## src/rtl/tar_alu_pkg.sv

```systemverilog
// Shared types and widths for the ALU scheduler and any other block that
// drives the shared ALU.
package tar_alu_pkg;

    localparam int ALU_W = 32;
    localparam int OP_W  = 3;

    typedef logic [OP_W-1:0] opcode_t;

    typedef enum logic [1:0] {
        IDLE,
        EXEC,
        RESP
    } sched_state_e;

endpackage

```

## src/rtl/tar_rr_arbiter.sv

```systemverilog
// Combinational round-robin arbiter: grants the first request at or after ptr,
// wrapping around, as both a one-hot vector and an index.
module tar_rr_arbiter #(
    parameter  int N  = 4,
    localparam int IW = (N > 1) ? $clog2(N) : 1
) (
    input  logic [N-1:0]  req,
    input  logic [IW-1:0] ptr,
    output logic [N-1:0]  grant,
    output logic [IW-1:0] grant_idx
);

    always_comb begin
        int   idx;
        logic found;
        grant     = '0;
        grant_idx = '0;
        found     = 1'b0;
        idx       = 0;
        for (int k = 0; k < N; k++) begin
            idx = int'(ptr) + k;
            if (idx >= N) begin
                idx = idx - N;
            end
            if (!found && req[idx]) begin
                found      = 1'b1;
                grant[idx] = 1'b1;
                grant_idx  = IW'(idx);
            end
        end
    end

endmodule

```

## src/rtl/tar_alu_scheduler.sv

```systemverilog
// Shares one ALU among NUM_REQ requesters: round-robin grant, operands held for
// the ALU latency, then the captured result returned on a valid/ready response.
module tar_alu_scheduler
    import tar_alu_pkg::*;
#(
    parameter  int NUM_REQ = 4,
    parameter  int ALU_LAT = 1,
    localparam int IW      = $clog2(NUM_REQ)
) (
    input  logic                     clk,
    input  logic                     rst,
    input  logic [NUM_REQ-1:0]       req_valid,
    output logic [NUM_REQ-1:0]       req_ready,
    input  logic [NUM_REQ*ALU_W-1:0] req_a,
    input  logic [NUM_REQ*ALU_W-1:0] req_b,
    input  logic [NUM_REQ*OP_W-1:0]  req_op,
    output logic [NUM_REQ-1:0]       rsp_valid,
    input  logic [NUM_REQ-1:0]       rsp_ready,
    output logic [ALU_W-1:0]         rsp_result,
    output logic                     rsp_error,
    output logic signed [ALU_W-1:0]  alu_a,
    output logic [ALU_W-1:0]         alu_b,
    output logic [OP_W-1:0]          alu_op,
    input  logic [ALU_W-1:0]         alu_result,
    input  logic                     alu_error,
    output logic                     busy,
    output logic [IW-1:0]            grant_id
);

    localparam int CW = 3;

    sched_state_e     state_q, state_d;
    logic [ALU_W-1:0] alu_a_q, alu_a_d;
    logic [ALU_W-1:0] alu_b_q, alu_b_d;
    opcode_t          alu_op_q, alu_op_d;
    logic [ALU_W-1:0] rsp_result_q, rsp_result_d;
    logic             rsp_error_q, rsp_error_d;
    logic [IW-1:0]    grant_id_q, grant_id_d;
    logic [IW-1:0]    rr_ptr_q, rr_ptr_d;
    logic [CW-1:0]    lat_cnt_q, lat_cnt_d;

    logic [NUM_REQ-1:0] arb_grant;
    logic [IW-1:0]      arb_idx;

    tar_rr_arbiter #(
        .N (NUM_REQ)
    ) u_arb (
        .req       (req_valid),
        .ptr       (rr_ptr_q),
        .grant     (arb_grant),
        .grant_idx (arb_idx)
    );

    always_comb begin
        state_d      = state_q;
        alu_a_d      = alu_a_q;
        alu_b_d      = alu_b_q;
        alu_op_d     = alu_op_q;
        rsp_result_d = rsp_result_q;
        rsp_error_d  = rsp_error_q;
        grant_id_d   = grant_id_q;
        rr_ptr_d     = rr_ptr_q;
        lat_cnt_d    = lat_cnt_q;
        req_ready    = '0;
        unique case (state_q)
            IDLE: begin
                if (|req_valid) begin
                    req_ready  = arb_grant;
                    alu_a_d    = req_a[int'(arb_idx)*ALU_W +: ALU_W];
                    alu_b_d    = req_b[int'(arb_idx)*ALU_W +: ALU_W];
                    alu_op_d   = req_op[int'(arb_idx)*OP_W +: OP_W];
                    grant_id_d = arb_idx;
                    lat_cnt_d  = '0;
                    state_d    = EXEC;
                end
            end
            EXEC: begin
                // One extra cycle beyond ALU_LAT so the result is sampled after it settles.
                if (lat_cnt_q == CW'(ALU_LAT)) begin
                    rsp_result_d = alu_result;
                    rsp_error_d  = alu_error;
                    state_d      = RESP;
                end else begin
                    lat_cnt_d = lat_cnt_q + 1'b1;
                end
            end
            RESP: begin
                if (rsp_ready[grant_id_q]) begin
                    rr_ptr_d = (grant_id_q == IW'(NUM_REQ - 1)) ? '0 : grant_id_q + 1'b1;
                    state_d  = IDLE;
                end
            end
            default: state_d = IDLE;
        endcase
    end

    always_comb begin
        rsp_valid = '0;
        if (state_q == RESP) begin
            rsp_valid[grant_id_q] = 1'b1;
        end
    end

    always_ff @(posedge clk or posedge rst) begin
        if (rst) begin
            state_q      <= IDLE;
            alu_a_q      <= '0;
            alu_b_q      <= '0;
            alu_op_q     <= '0;
            rsp_result_q <= '0;
            rsp_error_q  <= 1'b0;
            grant_id_q   <= '0;
            rr_ptr_q     <= '0;
            lat_cnt_q    <= '0;
        end else begin
            state_q      <= state_d;
            alu_a_q      <= alu_a_d;
            alu_b_q      <= alu_b_d;
            alu_op_q     <= alu_op_d;
            rsp_result_q <= rsp_result_d;
            rsp_error_q  <= rsp_error_d;
            grant_id_q   <= grant_id_d;
            rr_ptr_q     <= rr_ptr_d;
            lat_cnt_q    <= lat_cnt_d;
        end
    end

    assign alu_a      = alu_a_q;
    assign alu_b      = alu_b_q;
    assign alu_op     = alu_op_q;
    assign rsp_result = rsp_result_q;
    assign rsp_error  = rsp_error_q;
    assign grant_id   = grant_id_q;
    assign busy       = (state_q != IDLE);

endmodule
```

## config.mk

```make
export PLATFORM = sky130hd
export DESIGN_NAME = tar_alu_scheduler
export DESIGN_NICKNAME = d
export VERILOG_FILES = /design/src/rtl/tar_alu_pkg.sv /design/src/rtl/tar_rr_arbiter.sv /design/src/rtl/tar_alu_scheduler.sv
export SDC_FILE = /design/constraint.sdc
export NUM_CORES = 1
export LEC_CHECK = 0
export ABC_AREA = 1
export CAP_MARGIN = 5
export CORE_AREA = 2 2 166 168
export DETAILED_ROUTE_END_ITERATION = 12
export DIE_AREA = 0 0 168 170
export PLACE_DENSITY_LB_ADDON = 0.25
export SLEW_MARGIN = 20
export SYNTH_ARGS = -nofsm -noshare
export SYNTH_HDL_FRONTEND = slang
export SYNTH_HIERARCHICAL = 1
export SYNTH_SLANG_ARGS = --single-unit
```

## constraint.sdc

```tcl
create_clock -name clk -period 5.6 [get_ports clk]
set_input_delay 0.84 -clock clk [delete_from_list [all_inputs] [get_ports clk]]
set_output_delay 0.84 -clock clk [all_outputs]
set_load 0.02 [all_outputs]
```

======== Yosys cells after proc, flatten, opt, wreduce, memory -nomap -nowiden ========
Cells that the tools add are included.
Widths: inputs -> output; s select.
storage, ports and cells
  input bits .............................. 311
  bits in registers ....................... 109
cells by class
  equal/unequal tests ..................... 8
  add/sub/neg operators ................... 9
  reduce and logical (&&, ||, !) cells .... 20
  bitwise operators ....................... 3
  magnitude comparators ................... 14
  multipliers ............................. 1
  muxes and demuxes ....................... 50
  shifts and indexed selects .............. 3
operator list
  kind                   count
  $shiftx 128x8->32      2
  $ge 32x1->1 const B    4
  $lt 32x4->1 const B    4
  $mux 32                4
  $ge 32x4->1 const B    3
  $sub 32x4->32 const B  3
  $mux 4                 7
  $mux 1                 17
  $mux 2                 8
  $or 4x4->4             3
  $shiftx 12x5->3        1
  $bmux 1 s2             5
  $demux 1 s2            5
  $logic_and 1x1->1      8
  $ne 2x2->1 const B     4
  $add 2x2->3 const B    2
  $mux 3                 2
  $pmux 2 s3             1
  $pmux 3 s2             1
  $reduce_and 2->1       3
  $reduce_and 3->1       2
  $eq 2x2->1 const B     2
  $mul 2x2->4 const B    1
  $reduce_bool 2->1      2
  other kinds (12)       14

======== Depth between registers and ports, before layout ========
Gate-level depths: netlist (run 1).
  depth in word-level cells ............... 17
  depth in mapped cells ................... 18
  mapped depth without buffers ............ 15

======== Modules after synthesis ========
Netlist (run 1), hierarchy kept.
by module, submodules not included
  module             area each (sq um)  cells an instance  instances
  tar_alu_scheduler  6,836.6            1,111              1
  tar_rr_arbiter     479.2              76                 1

======== Worst setup path after synthesis (run 1) ========
No wires, ideal clock.
  path type ............................... reg2out
  start ................................... register rr_ptr_q[1]
  end ..................................... output port req_ready[1]
  path slack .............................. 2.848 ns
  data arrival time ....................... 1.912 ns
  cell stages (with the launch flop) ...... 12
  cell sequence ........................... dfrtp_1 inv_1 ha_1 inv_1 nand2_1 nand2_2 nor2_4 buf_6 nand3_1 nand3_1 inv_1 nor2_1
between the ends
  word-level cells in the longest chain between the ends .. 17
  elaborated cells on any way between the ends .. 65
RTL lines
  item                                                    RTL line                  RTL
  start, declared                                         tar_alu_scheduler.sv:39   logic [IW-1:0] rr_ptr_q, rr_ptr_d;
  start signal, assigned                                  tar_alu_scheduler.sv:123  rr_ptr_q <= rr_ptr_d;
  branches (longest 14 deep; another with $sub 32x4->32)  n/a
  $mux 4 (*)                                              tar_rr_arbiter.sv:25      if (!found && req[idx]) begin
  net arb_grant[1]                                        tar_alu_scheduler.sv:42   logic [NUM_REQ-1:0] arb_grant;
  $mux 4 (*)                                              tar_alu_scheduler.sv:67   if (|req_valid) begin
  $mux 4 (*)                                              tar_alu_scheduler.sv:65   unique case (state_q)
  end, declared                                           tar_alu_scheduler.sv:13   output logic [NUM_REQ-1:0] req_ready,
Mark *: on every way through the listed nets, which the timed path passes. The select of a mux whose other input is x is not followed.

======== Worst setup path after layout (run 1) ========
  start ................................... register rr_ptr_q[0]
  end ..................................... output port req_ready[3]
Same word-level chain as after synthesis.

==> results of run 1 <==
## routing by layer
metal  part of all wire  vias up  GRT usage
met2               0.50      297      0.361
li1                   -     4357          -
met3              0.084       32     0.0640
met4              0.022        2     0.0514
met1               0.40     3853      0.226
met5            0.00040        -          0
## placed cells by master, fill, tap and decap left out, drive strengths merged
| master | count |
|---|---|
| inv | 75 |
| nor3 | 1 |
| clkinv | 6 |
| o21ai | 94 |
| buf | 8 |
| dfrtp | 109 |
| diode | 1 |
| xor2 | 1 |
| nor2 | 84 |
| nand4 | 8 |
| clkdlybuf4s50 | 421 |
| nand3 | 55 |
| nand2 | 667 |
| a21boi | 4 |
| ha | 14 |
| a21oi | 7 |
| clkbuf | 9 |
## report_power, final
group	internal [uW]	leakage [uW]	switching (uW)	total [uW]
Sequential	1200	0.00135	250	1450
Clock	320	0.000149	350	669
Combinational	2130	0.00445	3840	5970
## worst max-delay path by stage
stage / startpoint / endpoint / slack [ns] / cells after the start
3_5_place_dp: req_valid[3] / alu_b[24]$_DFFE_PP0P_ / 1.42 / 14
3_3_place_gp: req_valid[3] / alu_b[1]$_DFFE_PP0P_ / 1.45 / 14
5_1_grt: rr_ptr_q[0]$_DFFE_PP0P_ / alu_b[20]$_DFFE_PP0P_ / 1.34 / 14
4_1_cts: rr_ptr_q[0]$_DFFE_PP0P_ / req_ready[3] / 1.63 / 11
6_report: rr_ptr_q[0]$_DFFE_PP0P_ / req_ready[3] / 1.61 / 11
2_1_floorplan: rst / alu_a[0]$_DFFE_PP0P_ / 1.89 / 1
## cell families after synthesis
group           share of synthesized area
fa+ha+maj                          0.0239
compound gates                     0.0732
flops                               0.373
xor+xnor                          0.00120
simple gates                        0.441
buf+inv                            0.0877
## through the flow
stage / hold slack, ns / instance area (um2) / std cells / worst slack [ns] / util
after global routing: 0.497 / 12000 / 1905 / 1.34 / 0.451
after floorplan: 0.496 / 7320 / 1187 / 1.89 / -
after detailed placement: 0.458 / 11700 / 1888 / 1.42 / 0.439
final: 0.475 / 12000 / 1905 / 1.61 / 0.451
after CTS: 0.480 / 12000 / 1904 / 1.63 / 0.450
after global placement: 0.454 / 11700 / 1888 / 1.45 / 0.439
## flip-flops by register name (all words and copies together), names as in the netlist
signal,cells
rsp_result,32
alu_a,32
lat_cnt_q,3
grant_id,2
state_q,2
alu_b,32
alu_op,3
rr_ptr_q,2
rsp_error,1
## final cells by class
class	count	share of cell area
Antenna cell	1	0.000208
Clock buffer	9	0.0188
Clock inverter	7	0.00698
Inverter	74	0.0234
Multi-Input combinational cell	935	0.331
Sequential cell	109	0.227
Tap cell	341	0.0355
Timing Repair Buffer	429	0.357
## cells in the mapped netlist
cell type / count / share of area
buf_1: 2 / 0.0010
xor2_1: 1 / 0.0012
nor2_1: 79 / 0.041
clkbuf_1: 13 / 0.0067
o21ai_1: 73 / 0.050
buf_4: 10 / 0.010
inv_2: 6 / 0.0031
nor2_2: 3 / 0.0026
buf_6: 2 / 0.0031
inv_1: 68 / 0.035
nor2_4: 2 / 0.0031
a21oi_1: 7 / 0.0048
nand2_1: 659 / 0.34
dfrtp_1: 109 / 0.37
nor3_1: 1 / 0.00068
nand2_2: 6 / 0.0051
o21ai_0: 21 / 0.014
nand2_4: 2 / 0.0031
nand4_1: 8 / 0.0068
nand3_1: 53 / 0.036
ha_1: 14 / 0.024
buf_2: 42 / 0.029
nand3_4: 2 / 0.0048
a21boi_0: 4 / 0.0041
## worst register-to-register path, cell delays in order (launching register included)
cell and delay [ns]:
dfrtp_1 0.61, inv_2 0.21, ha_1 0.41, inv_1 0.14, nand3_1 0.08, nand2_1 0.09
nor2_2 0.08, a21oi_1 0.22, nand3_4 0.37, inv_2 0.69, buf_4 0.49, o21ai_0 0.20
o21ai_1 0.16, nand2_1 0.06, nand2_1 0.08
==> summary.md, run 1 <==
| Metric | Value |
|---|---|
| Clk root buf | `clkbuf_16` |
| Buf+Inv Stages, Crit Path | `4` |
| Rel. slew slack | `0.363` |
| Via-to-Cell Ratio | `~4.5` |
| DRC | `0` |
| Final Max Slew Viols | `0` |
| Filler cells | `2773` |
| Power per cell area | `a little under 700 mW/mm2` |
| Initial DRC Count | `between 400 and 500` |
| Grt ovf | `0` |
| Layout cell share with drive strength beyond 1 | `0.0313` |
| Final net count | `1883` |
| Status | `finished, final reports clean` |
| RR Startpoint | `rr_ptr_q[0]$_DFFE_PP0P_` |
| Starting Density | `0.275` |
| Sequence of cells on the critical path | `inv_2, ha_1, inv_1, nand3_1, nand2_1, nor2_2, a21oi_1, nand3_1, inv_1, nor2_1, clkdlybuf4s50_1` |
| Largest delay contributor family on the critical path | `buffers and inverters` |
| Worst Hold Depth | `2` |
| Max VDD drop | `~1 mV` |
| Final period util | `0.713` |
| Slowest cell on crit path | `clkdlybuf4s50_1` |
| First-pass GRT wire length | `about 45000 um` |
| Largest net degree at the start of global routing | `180` |
| Buffers on Ports | `421` |
| Max clock buf depth | `2` |
| Overall power | `just over 8000 uW` |
| Sequential share of the synthesized area | `0.373` |
| Initial antenna violation count | `2` |
| Clk slew on worst S/H paths | `0.09 ns` |
| Core Region | `0.0267 mm2` |
| Area of the mapped netlist | `roughly 0.0073 mm2` |
| Clk sinks | `about 110` |
| Min-delay src | `rsp_result[1]$_DFFE_PP0P_` |
| Max H-tree Level | `3` |
| Crit path max fanout | `11` |
| Total CTS buffers | `9` |
| Ys Warns | `6` |
| Hold WC Path Type | `reg -> reg` |
| Hold Path Sink | `rsp_result[1]$_DFFE_PP0P_` |
| Max Freq | `about 250 MHz` |
| GPL Wtd Cong | `0.856` |
| Later-pin clock latency in the skew report | `0.36 ns` |
| Worst Setup Start Kind | `flop` |
| CTS tree | `yes` |
| Final hold viol count | `0` |
| Multi-input gate area | `about 0.0040 mm2` |
| Routed len/inst | `15.6 um` |
| Final ANT Viol Nets | `0` |
| Flops & latches, synth | `between 100 and 150` |
| Synth-to-layout area growth | `64.1%` |
| CP max stage delay | `about 0.66 ns` |
| Die H | `170 um` |
| Flop-to-flop setup slack | `roughly 1.7 ns` |
| Post-synth cell types | `24` |
| CP Class | `reg -> out` |
| RSZ-0062 raised after global routing | `no` |
| Seq. cell area | `0.00273 mm2` |
| Clk_skew | `0.0135 ns` |
| Gr usage total | `0.199` |
| # IOs | `around 420` |
| Post-Synthesis Cells | `~1200` |
| R2R cell count | `14` |
| Vias | `8541` |
| Crit path DAT | `around 3.2 ns` |
| Initial DRT Pass Iterations | `5` |
| # rows | `60` |
| Post-Route WL | `between 20000 and 30000 um` |
| Count of final setup violators | `0` |
| Syn_area_per_cell | `approximately 6 um2` |
| Die X | `about 170 um` |
| Max-Cap Viols | `0` |
| Setup TNS | `0 ns` |
| Post-DP HPWL | `around 22000 um` |
| Fin crit period | `approximately 4 ns` |
| Leakage power | `a little under 0.006 uW` |
| Worst EP required | `~4.8 ns` |
| CP endpoint kind | `primary output` |
| Post-CTS sizing | `0` |
| Measured slew at the worst slew-check pin | `around 0.96 ns` |
| R2R Path End | `alu_b[28]$_DFFE_PP0P_` |
| Vias in the first global route | `roughly 8200` |
| Hold Buf Count CTS | `0` |
| Synthesized Nets | `between 1500 and 2000` |
| Post-CTS setup repair buffer count | `0` |
| Full die area | `0.0286 mm2` |
Note: power is estimated with default switching activity, not from simulation.
==> run 2, diff against run 1 <==
==> constraint.sdc (replaced) <==
create_clock -name clk -period 3.6 [get_ports clk]
set_input_delay 0.54 -clock clk [delete_from_list [all_inputs] [get_ports clk]]
set_output_delay 0.54 -clock clk [all_outputs]
set_load 0.02 [all_outputs]
==> run 2 against run 1 <==
  * Hold slack gained 0.0038 ns
  * Largest power group unchanged
  * Critical path depth did not move
  * Clock power grew 64%
  * Largest cell class unchanged
  * Die area unchanged
  * Sequential share of layout area shrank 0.20 points
  * Sequential power rose by 54%
  * Critical endpoint unchanged
  * Highest routed layer is now met4
==> summary.md, run 2 (synthesis gave the netlist of run 1 again) <==
| Metric | Value |
|---|---|
| Status | `finished, final reports clean` |
| Routed len/inst | `15.5 um (-0.76%)` |
| CTS tree | `yes` |
| Worst EP required | `3.06 ns (-1.70 ns)` |
| Cell repeated most along the worst path | `inv_1` |
| Max clock buf depth | `2 (unchanged)` |
| Layout cell share with drive strength beyond 1 | `0.0351 (+0.00373)` |
| Vias in the first global route | `8221 (-0.34%)` |
| Worst Setup Start Kind | `flop` |
| Worst setup endpoint | `req_ready[3]` |
| Starting Density | `0.275 (unchanged)` |
| Full die area | `0.0286 mm2 (unchanged)` |
| Sequence of cells on the critical path | `inv_2, ha_1, inv_1, nand2_1, nand2_2, nor2_4, nand4_1, nand3_1, inv_1, nor2_1, dlymetal6s2s_1` |
| Placed Area | `0.0118 mm2 (+0.83%)` |
| First-pass GRT wire length | `44600 um (-0.75%)` |
| Overall power | `12800 uW (+59%)` |
| Clk network pwr share | `0.086 (+0.003)` |
| RR Startpoint | `rr_ptr_q[0]$_DFFE_PP0P_` |
| R2R Path End | `alu_b[5]$_DFFE_PP0P_` |
| Slowest cell on crit path | `dfrtp_2` |
| CP max stage delay | `0.50 ns (-0.16 ns)` |
| Top sig layer | `met4` |
| DP Worst Slack | `0.399 ns (-1.02 ns)` |
| Ant diodes | `0 (-1)` |
| Initial DRC Count | `373 (-24%)` |
| Largest net degree at the start of global routing | `130 (-28%)` |
| Crit path max fanout | `12 (+1)` |
| Filler cells | `2737 (-1.3%)` |
| Count of final setup violators | `0 (unchanged)` |
| Flop-to-flop setup slack | `0.69 ns (-0.96 ns)` |
| Final net count | `1888 (+0.27%)` |
| Total CTS buffers | `9 (unchanged)` |
| Measured slew at the worst slew-check pin | `0.718 ns (-0.237 ns)` |
| # IOs | `422 (unchanged)` |
| R2R cell count | `15 (+1)` |
| Gr usage total | `0.199 (-0.000410)` |
| Synth-to-layout area growth | `65.8%` |
| Met2 wire length | `15000 um (+1.7%)` |
| Die X | `168 um (unchanged)` |
| Die H | `170 um (unchanged)` |
| Buffers on Ports | `421 (unchanged)` |
| Clk slew on worst S/H paths | `0.09 ns (about the same)` |
| Leakage power | `0.00607 uW (+2.0%)` |
| # rows | `60 (unchanged)` |
| Rel. slew slack | `0.521 (+0.158)` |
| Fin crit period | `about 3 ns` |
| Setup TNS | `0 ns (unchanged)` |
| Final hold viol count | `0 (unchanged)` |
| Worst hold slack | `0.479 ns (+0.00381 ns)` |
| Post-DP HPWL | `21900 um (+0.14%)` |
| Fin area | `0.0121 mm2 (+1.0%)` |
| Initial DRT Pass Iterations | `4 (-1)` |
| Core Region | `0.0267 mm2 (unchanged)` |
| Commonest non-fill, non-tap cell in the layout | `nand2_1` |
| Initial antenna violation count | `0 (-2)` |
| Via-to-Cell Ratio | `4.48 (about the same)` |
| Final setup margin | `0.548 ns (-1.06 ns)` |
| Switching power | `6970 uW (+57%)` |
| Logic pwr share | `0.740 (+0.002)` |
| Clk sinks | `109 (unchanged)` |
| Switching fraction of total power | `0.544 (-0.00548)` |
| CP endpoint kind | `primary output` |
| Final ANT Viol Nets | `0 (unchanged)` |
| Power per cell area | `1060 mW/mm2 (+57%)` |
| RSZ-0062 raised after global routing | `no` |
| Max Freq | `~330 MHz` |
| Hold WC Path Type | `reg -> reg` |
| Grt ovf | `0 (unchanged)` |
| Final period util | `0.848` |
| DRC | `0 (unchanged)` |
| Final Max Slew Viols | `0 (unchanged)` |
| Internal Pwr Total | `5850 uW (+61%)` |
| Most frequent cells in the layout | `659 x nand2_1, 417 x clkdlybuf4s50_1, 107 x dfrtp_1, 79 x nor2_1, 73 x o21ai_1` |
| Vias | `8555 (+0.16%)` |
| GPL Wtd Cong | `0.826 (-3.5%)` |
| Metal3 WL | `2280 um (-8.4%)` |
| CP Class | `reg -> out` |
| Later-pin clock latency in the skew report | `0.37 ns (about the same)` |
| Flop pwr share | `0.174 (-0.005)` |
| Max-Cap Viols | `0 (unchanged)` |
| Wl on met1 | `11900 um (+0.52%)` |
| Max VDD drop | `1.15 mV (+13%)` |
| Crit path DAT | `2.51 ns (-0.64 ns)` |
| Post-Route WL | `29600 um (-0.55%)` |
| Critical Path Source | `rr_ptr_q[0]$_DFFE_PP0P_` |
| Clk_skew | `0.0137 ns (+0.000181 ns)` |
| Max H-tree Level | `3 (unchanged)` |
| Clk root buf | `clkbuf_16` |
-- run 2: cell count changes in the layout (fill, tap and decap cells not counted), sizes merged --
cell	change
dlymetal6s2s	+4
clkinv	-4
inv	+4
diode	-1
clkdlybuf4s50	-4
buf	+5
-- run 2: repair_timing --
item	CTS	global route
buffers inserted	0	0
hold buffers	0	0
endpoints found under the setup margin	0	4
resized for setup	0	6
-- run 2: through the flow --
step | std cells | util
finish | 1909 | 0.455
detailed placement | 1893 | 0.443
floorplan | 1187 | -
global route | 1909 | 0.455
global placement | 1893 | 0.443
CTS | 1909 | 0.455
-- run 2: routing by layer --
metal	up-vias	GRT usage
met2	281	0.363
met3	20	0.0579
li1	4371	-
met5	-	0
met4	0	0.0476
met1	3883	0.228
-- run 2: worst max-delay path, delay by kind of cell, from the launching register on --
kind                       cells  cell delay [ns]
buffers and inverters          4             0.59
DFF                            1             0.50
and+or+nand+nor                6             0.67
adders and majority gates      1             0.38
-- run 2: power groups by stage --
| stage | clock [uW] | sequential, uW | combinational (uW) |
|---|---|---|---|
| after floorplan | 0 | 2890 | 5700 |
| after global placement | 0 | 2230 | 9600 |
| after detailed placement | 0 | 2250 | 9640 |
| after CTS | 1160 | 2240 | 9670 |
| after global routing | 1190 | 2320 | 10700 |
| final | 1100 | 2240 | 9490 |
-- run 2: worst min-delay path by stage --
| stage | from | to | slack [ns] | cells past startpoint |
|---|---|---|---|---|
| finish | rsp_result[1]$_DFFE_PP0P_ | rsp_result[1]$_DFFE_PP0P_ | 0.48 | 2 |
| detailed placement | rsp_result[13]$_DFFE_PP0P_ | rsp_result[13]$_DFFE_PP0P_ | 0.46 | 2 |
| CTS | rsp_result[0]$_DFFE_PP0P_ | rsp_result[0]$_DFFE_PP0P_ | 0.49 | 2 |
| floorplan | lat_cnt_q[0]$_DFFE_PP0P_ | lat_cnt_q[0]$_DFFE_PP0P_ | 0.50 | 1 |
| global placement | rsp_result[31]$_DFFE_PP0P_ | rsp_result[31]$_DFFE_PP0P_ | 0.45 | 2 |
| global route | alu_a[17]$_DFFE_PP0P_ | alu_a[17]$_DFFE_PP0P_ | 0.50 | 2 |
-- run 2: area by class of cell --
class,instances,area (um2),share of cell area
Sequential cell,109,2730,0.225
Clock inverter,7,96.3,0.00794
Multi-Input combinational cell,935,3970,0.327
Timing Repair Buffer,434,4400,0.363
Tap cell,341,427,0.0352
Clock buffer,9,225,0.0186
Inverter,74,282,0.0232
==> run 3, diff against run 2 <==
--- a/config.mk
+++ b/config.mk
@@ -7,9 +7,9 @@
 export LEC_CHECK = 0
 export ABC_AREA = 1
 export CAP_MARGIN = 5
-export CORE_AREA = 2 2 166 168
+export CORE_AREA = 2 2 162 164
 export DETAILED_ROUTE_END_ITERATION = 12
-export DIE_AREA = 0 0 168 170
+export DIE_AREA = 0 0 164 166
 export PLACE_DENSITY_LB_ADDON = 0.25
 export SLEW_MARGIN = 20
 export SYNTH_ARGS = -nofsm -noshare
==> constraint.sdc (replaced) <==
create_clock -name clk -period 2.9 [get_ports clk]
set_input_delay 0.435 -clock clk [delete_from_list [all_inputs] [get_ports clk]]
set_output_delay 0.435 -clock clk [all_outputs]
set_load 0.02 [all_outputs]
==> run 3 against run 2 <==
  * Highest routed layer unchanged
  * First-iteration DRC count is 12% higher
  * Utilization is 2.5 points higher
  * Register-to-register slack worse by 0.35 ns
  * Die area is 4.7% lower
  * Non-clock buffer count is 20 higher
  * Critical path type unchanged
  * Sequential power is 23% higher
  * Hold slack worse by 0.00087 ns
  * Design area is 1.4% higher
  * Combinational power is 32% higher
  * Largest power group unchanged
  * Count of clock-buffer cells in the layout stayed put
==> summary.md, run 3 (synthesis gave the netlist of run 1 again) <==
| Metric | Value |
|---|---|
| CP endpoint kind | `primary output` |
| Max H-tree Level | `3 (unchanged)` |
| Routed len/inst | `15.9 um (+2.7%)` |
| Non-filler cells, final | `1926 (+0.89%)` |
| Clk network pwr share | `0.079 (-0.007)` |
| Min-delay src | `rsp_result[10]$_DFFE_PP0P_` |
| Buffers on Ports | `421 (unchanged)` |
| Max Freq | `roughly 380 MHz` |
| Max clock buf depth | `2 (unchanged)` |
| Vias in the first global route | `8085 (-1.7%)` |
| Layout cell share with drive strength beyond 1 | `0.0485 (+0.0134)` |
| Clk slew on worst S/H paths | `0.09 ns (about the same)` |
| Crit path max fanout | `6 (-6)` |
| Gr usage total | `0.216 (+0.0175)` |
| Clk sinks | `109 (unchanged)` |
| Final Max Slew Viols | `0 (unchanged)` |
| Worst Setup Start Kind | `flop` |
| Vias | `8729 (+2.0%)` |
| Clk_skew | `0.0135 ns (-0.000214 ns)` |
| Slowest cell on crit path | `dfrtp_1` |
| Max-Cap Viols | `0 (unchanged)` |
| Hold WC Path Type | `reg -> reg` |
| Commonest non-fill, non-tap cell in the layout | `nand2_1` |
| Critical Path Source | `rr_ptr_q[0]$_DFFE_PP0P_` |
| Switching power | `8850 uW (+27%)` |
| Most frequent cells in the layout | `659 x nand2_1, 417 x clkdlybuf4s50_1, 109 x dfrtp_1, 79 x nor2_1, 73 x o21ai_1` |
| Switching fraction of total power | `0.536 (-0.00792)` |
| Grt ovf | `0 (unchanged)` |
| Full die area | `0.0272 mm2 (-4.7%)` |
| GPL Wtd Cong | `0.879 (+6.4%)` |
| Final ANT Viol Nets | `0 (unchanged)` |
| Power per cell area | `1340 mW/mm2 (+27%)` |
| Hold Buf Count CTS | `0 (unchanged)` |
| Synth-to-layout area growth | `68.1%` |
| Filler cells | `2600 (-5.0%)` |
| Final hold viol count | `0 (unchanged)` |
| Final period util | `0.909` |
| Setup TNS | `0 ns (unchanged)` |
| Core Region | `0.0256 mm2 (-3.9%)` |
| Util after Layout | `0.480 (+0.0250)` |
| Rel. slew slack | `0.576 (+0.0546)` |
| CP Class | `reg -> out` |
| Total CTS buffers | `9 (unchanged)` |
| Later-pin clock latency in the skew report | `0.36 ns (about the same)` |
| Overall power | `16500 uW (+29%)` |
| DRC | `0 (unchanged)` |
| # IOs | `422 (unchanged)` |
| Internal Pwr Total | `7670 uW (+31%)` |
| Initial DRT Pass Iterations | `4 (unchanged)` |
| CP max stage delay | `0.36 ns (-0.14 ns)` |
| Initial DRC Count | `417 (+12%)` |
| Largest net degree at the start of global routing | `57 (-56%)` |
| Post-Route WL | `30600 um (+3.7%)` |
| Crit path DAT | `2.20 ns (-0.31 ns)` |
| First-pass GRT wire length | `45600 um (+2.1%)` |
| CTS tree | `yes` |
| Leakage power | `0.00612 uW (+0.78%)` |
| Initial antenna violation count | `3 (+3)` |
| RSZ-0062 raised after global routing | `no` |
| Max VDD drop | `0.787 mV (-31%)` |
| Count of final setup violators | `0 (unchanged)` |
| Status | `finished, final reports clean` |
| Worst EP required | `2.47 ns (-0.59 ns)` |
| Die X | `164 um (-2.4%)` |
| Post-DP HPWL | `23600 um (+7.7%)` |
| Logic pwr share | `0.755 (+0.015)` |
| Fin crit period | `2.64 ns` |
| Via-to-Cell Ratio | `4.53 (+1.1%)` |
| RR Startpoint | `rr_ptr_q[0]$_DFFE_PP0P_` |
| # rows | `59 (-1.7%)` |
| Die H | `166 um (-2.4%)` |
| Final net count | `1908 (+1.1%)` |
| Measured slew at the worst slew-check pin | `0.635 ns (-0.0833 ns)` |
| Starting Density | `0.286 (+0.0111)` |
| Clk root buf | `clkbuf_16` |
| Flop pwr share | `0.166 (-0.008)` |
| Placed cells | `1907 (+0.74%)` |
| Sequence of cells on the critical path | `inv_2, ha_1, inv_1, nand3_1, nand2_1, nor2_2, a21oi_1, nand3_1, inv_1, nor2_1, clkbuf_2` |
[run 3: power by group through the flow]
stage / clock network, uW / logic, uW / registers, uW
6_report: 1300 / 12500 / 2750
5_1_grt: 1390 / 13900 / 2840
4_1_cts: 1350 / 12700 / 2750
3_5_place_dp: 0 / 12600 / 2760
3_3_place_gp: 0 / 12500 / 2760
2_1_floorplan: 0 / 7080 / 3590
[run 3: final timing paths]
path,endpoint,slack (ns),cells after the start
worst max register to register,alu_b[1]$_DFFE_PP0P_,0.34,16
worst min-delay path,rsp_result[10]$_DFFE_PP0P_,0.48,2
min in group asynchronous,alu_b[12]$_DFFE_PP0P_,0.50,2
max in group asynchronous,alu_a[9]$_DFFE_PP0P_,1.81,3
worst min register to register,rsp_result[10]$_DFFE_PP0P_,0.48,2
worst max-delay path,req_ready[1],0.26,11
[run 3: worst max-delay path, delay by kind of cell (launching register included)]
kind	cells	cell delay, ns
AO/OA/AOI/OAI	1	0.11
flip-flops	1	0.36
adder cells (fa/ha/maj)	1	0.36
AND/OR/NAND/NOR	5	0.60
buffers and inverters	4	0.40
[run 3: routing by layer]
metal	routed length, um	track usage
met1	12100	0.253
met2	15200	0.377
met3	2600	0.0589
met4	743	0.0755
met5	0	0
[run 3: through the flow]
| step | hold slack, ns | worst slack, ns | instance area (um2) |
|---|---|---|---|
| 2_1_floorplan | 0.496 | 0.504 | 7320 |
| 3_3_place_gp | 0.455 | 0.0243 | 12000 |
| 3_5_place_dp | 0.462 | -0.0670 | 12000 |
| 4_1_cts | 0.484 | 0.0886 | 12300 |
| 5_1_grt | 0.496 | 0.0424 | 12300 |
| 6_report | 0.478 | 0.264 | 12300 |
[run 3: timing repair]
item | 4_1_cts | 5_1_grt
setup endpoints to repair | 4 | 4
hold endpoints to repair | 0 | 0
buffers inserted | 0 | 0
resized for setup | 4 | 8
[run 3: cell type report]
type,count,area (um2),share of cell area
Inverter,74,282,0.0229
Antenna cell,3,7.51,0.000610
Timing Repair Buffer,454,4580,0.372
Tap cell,335,419,0.0341
Clock inverter,7,86.3,0.00702
Clock buffer,9,225,0.0183
Multi-Input combinational cell,935,3970,0.323
Sequential cell,109,2730,0.222
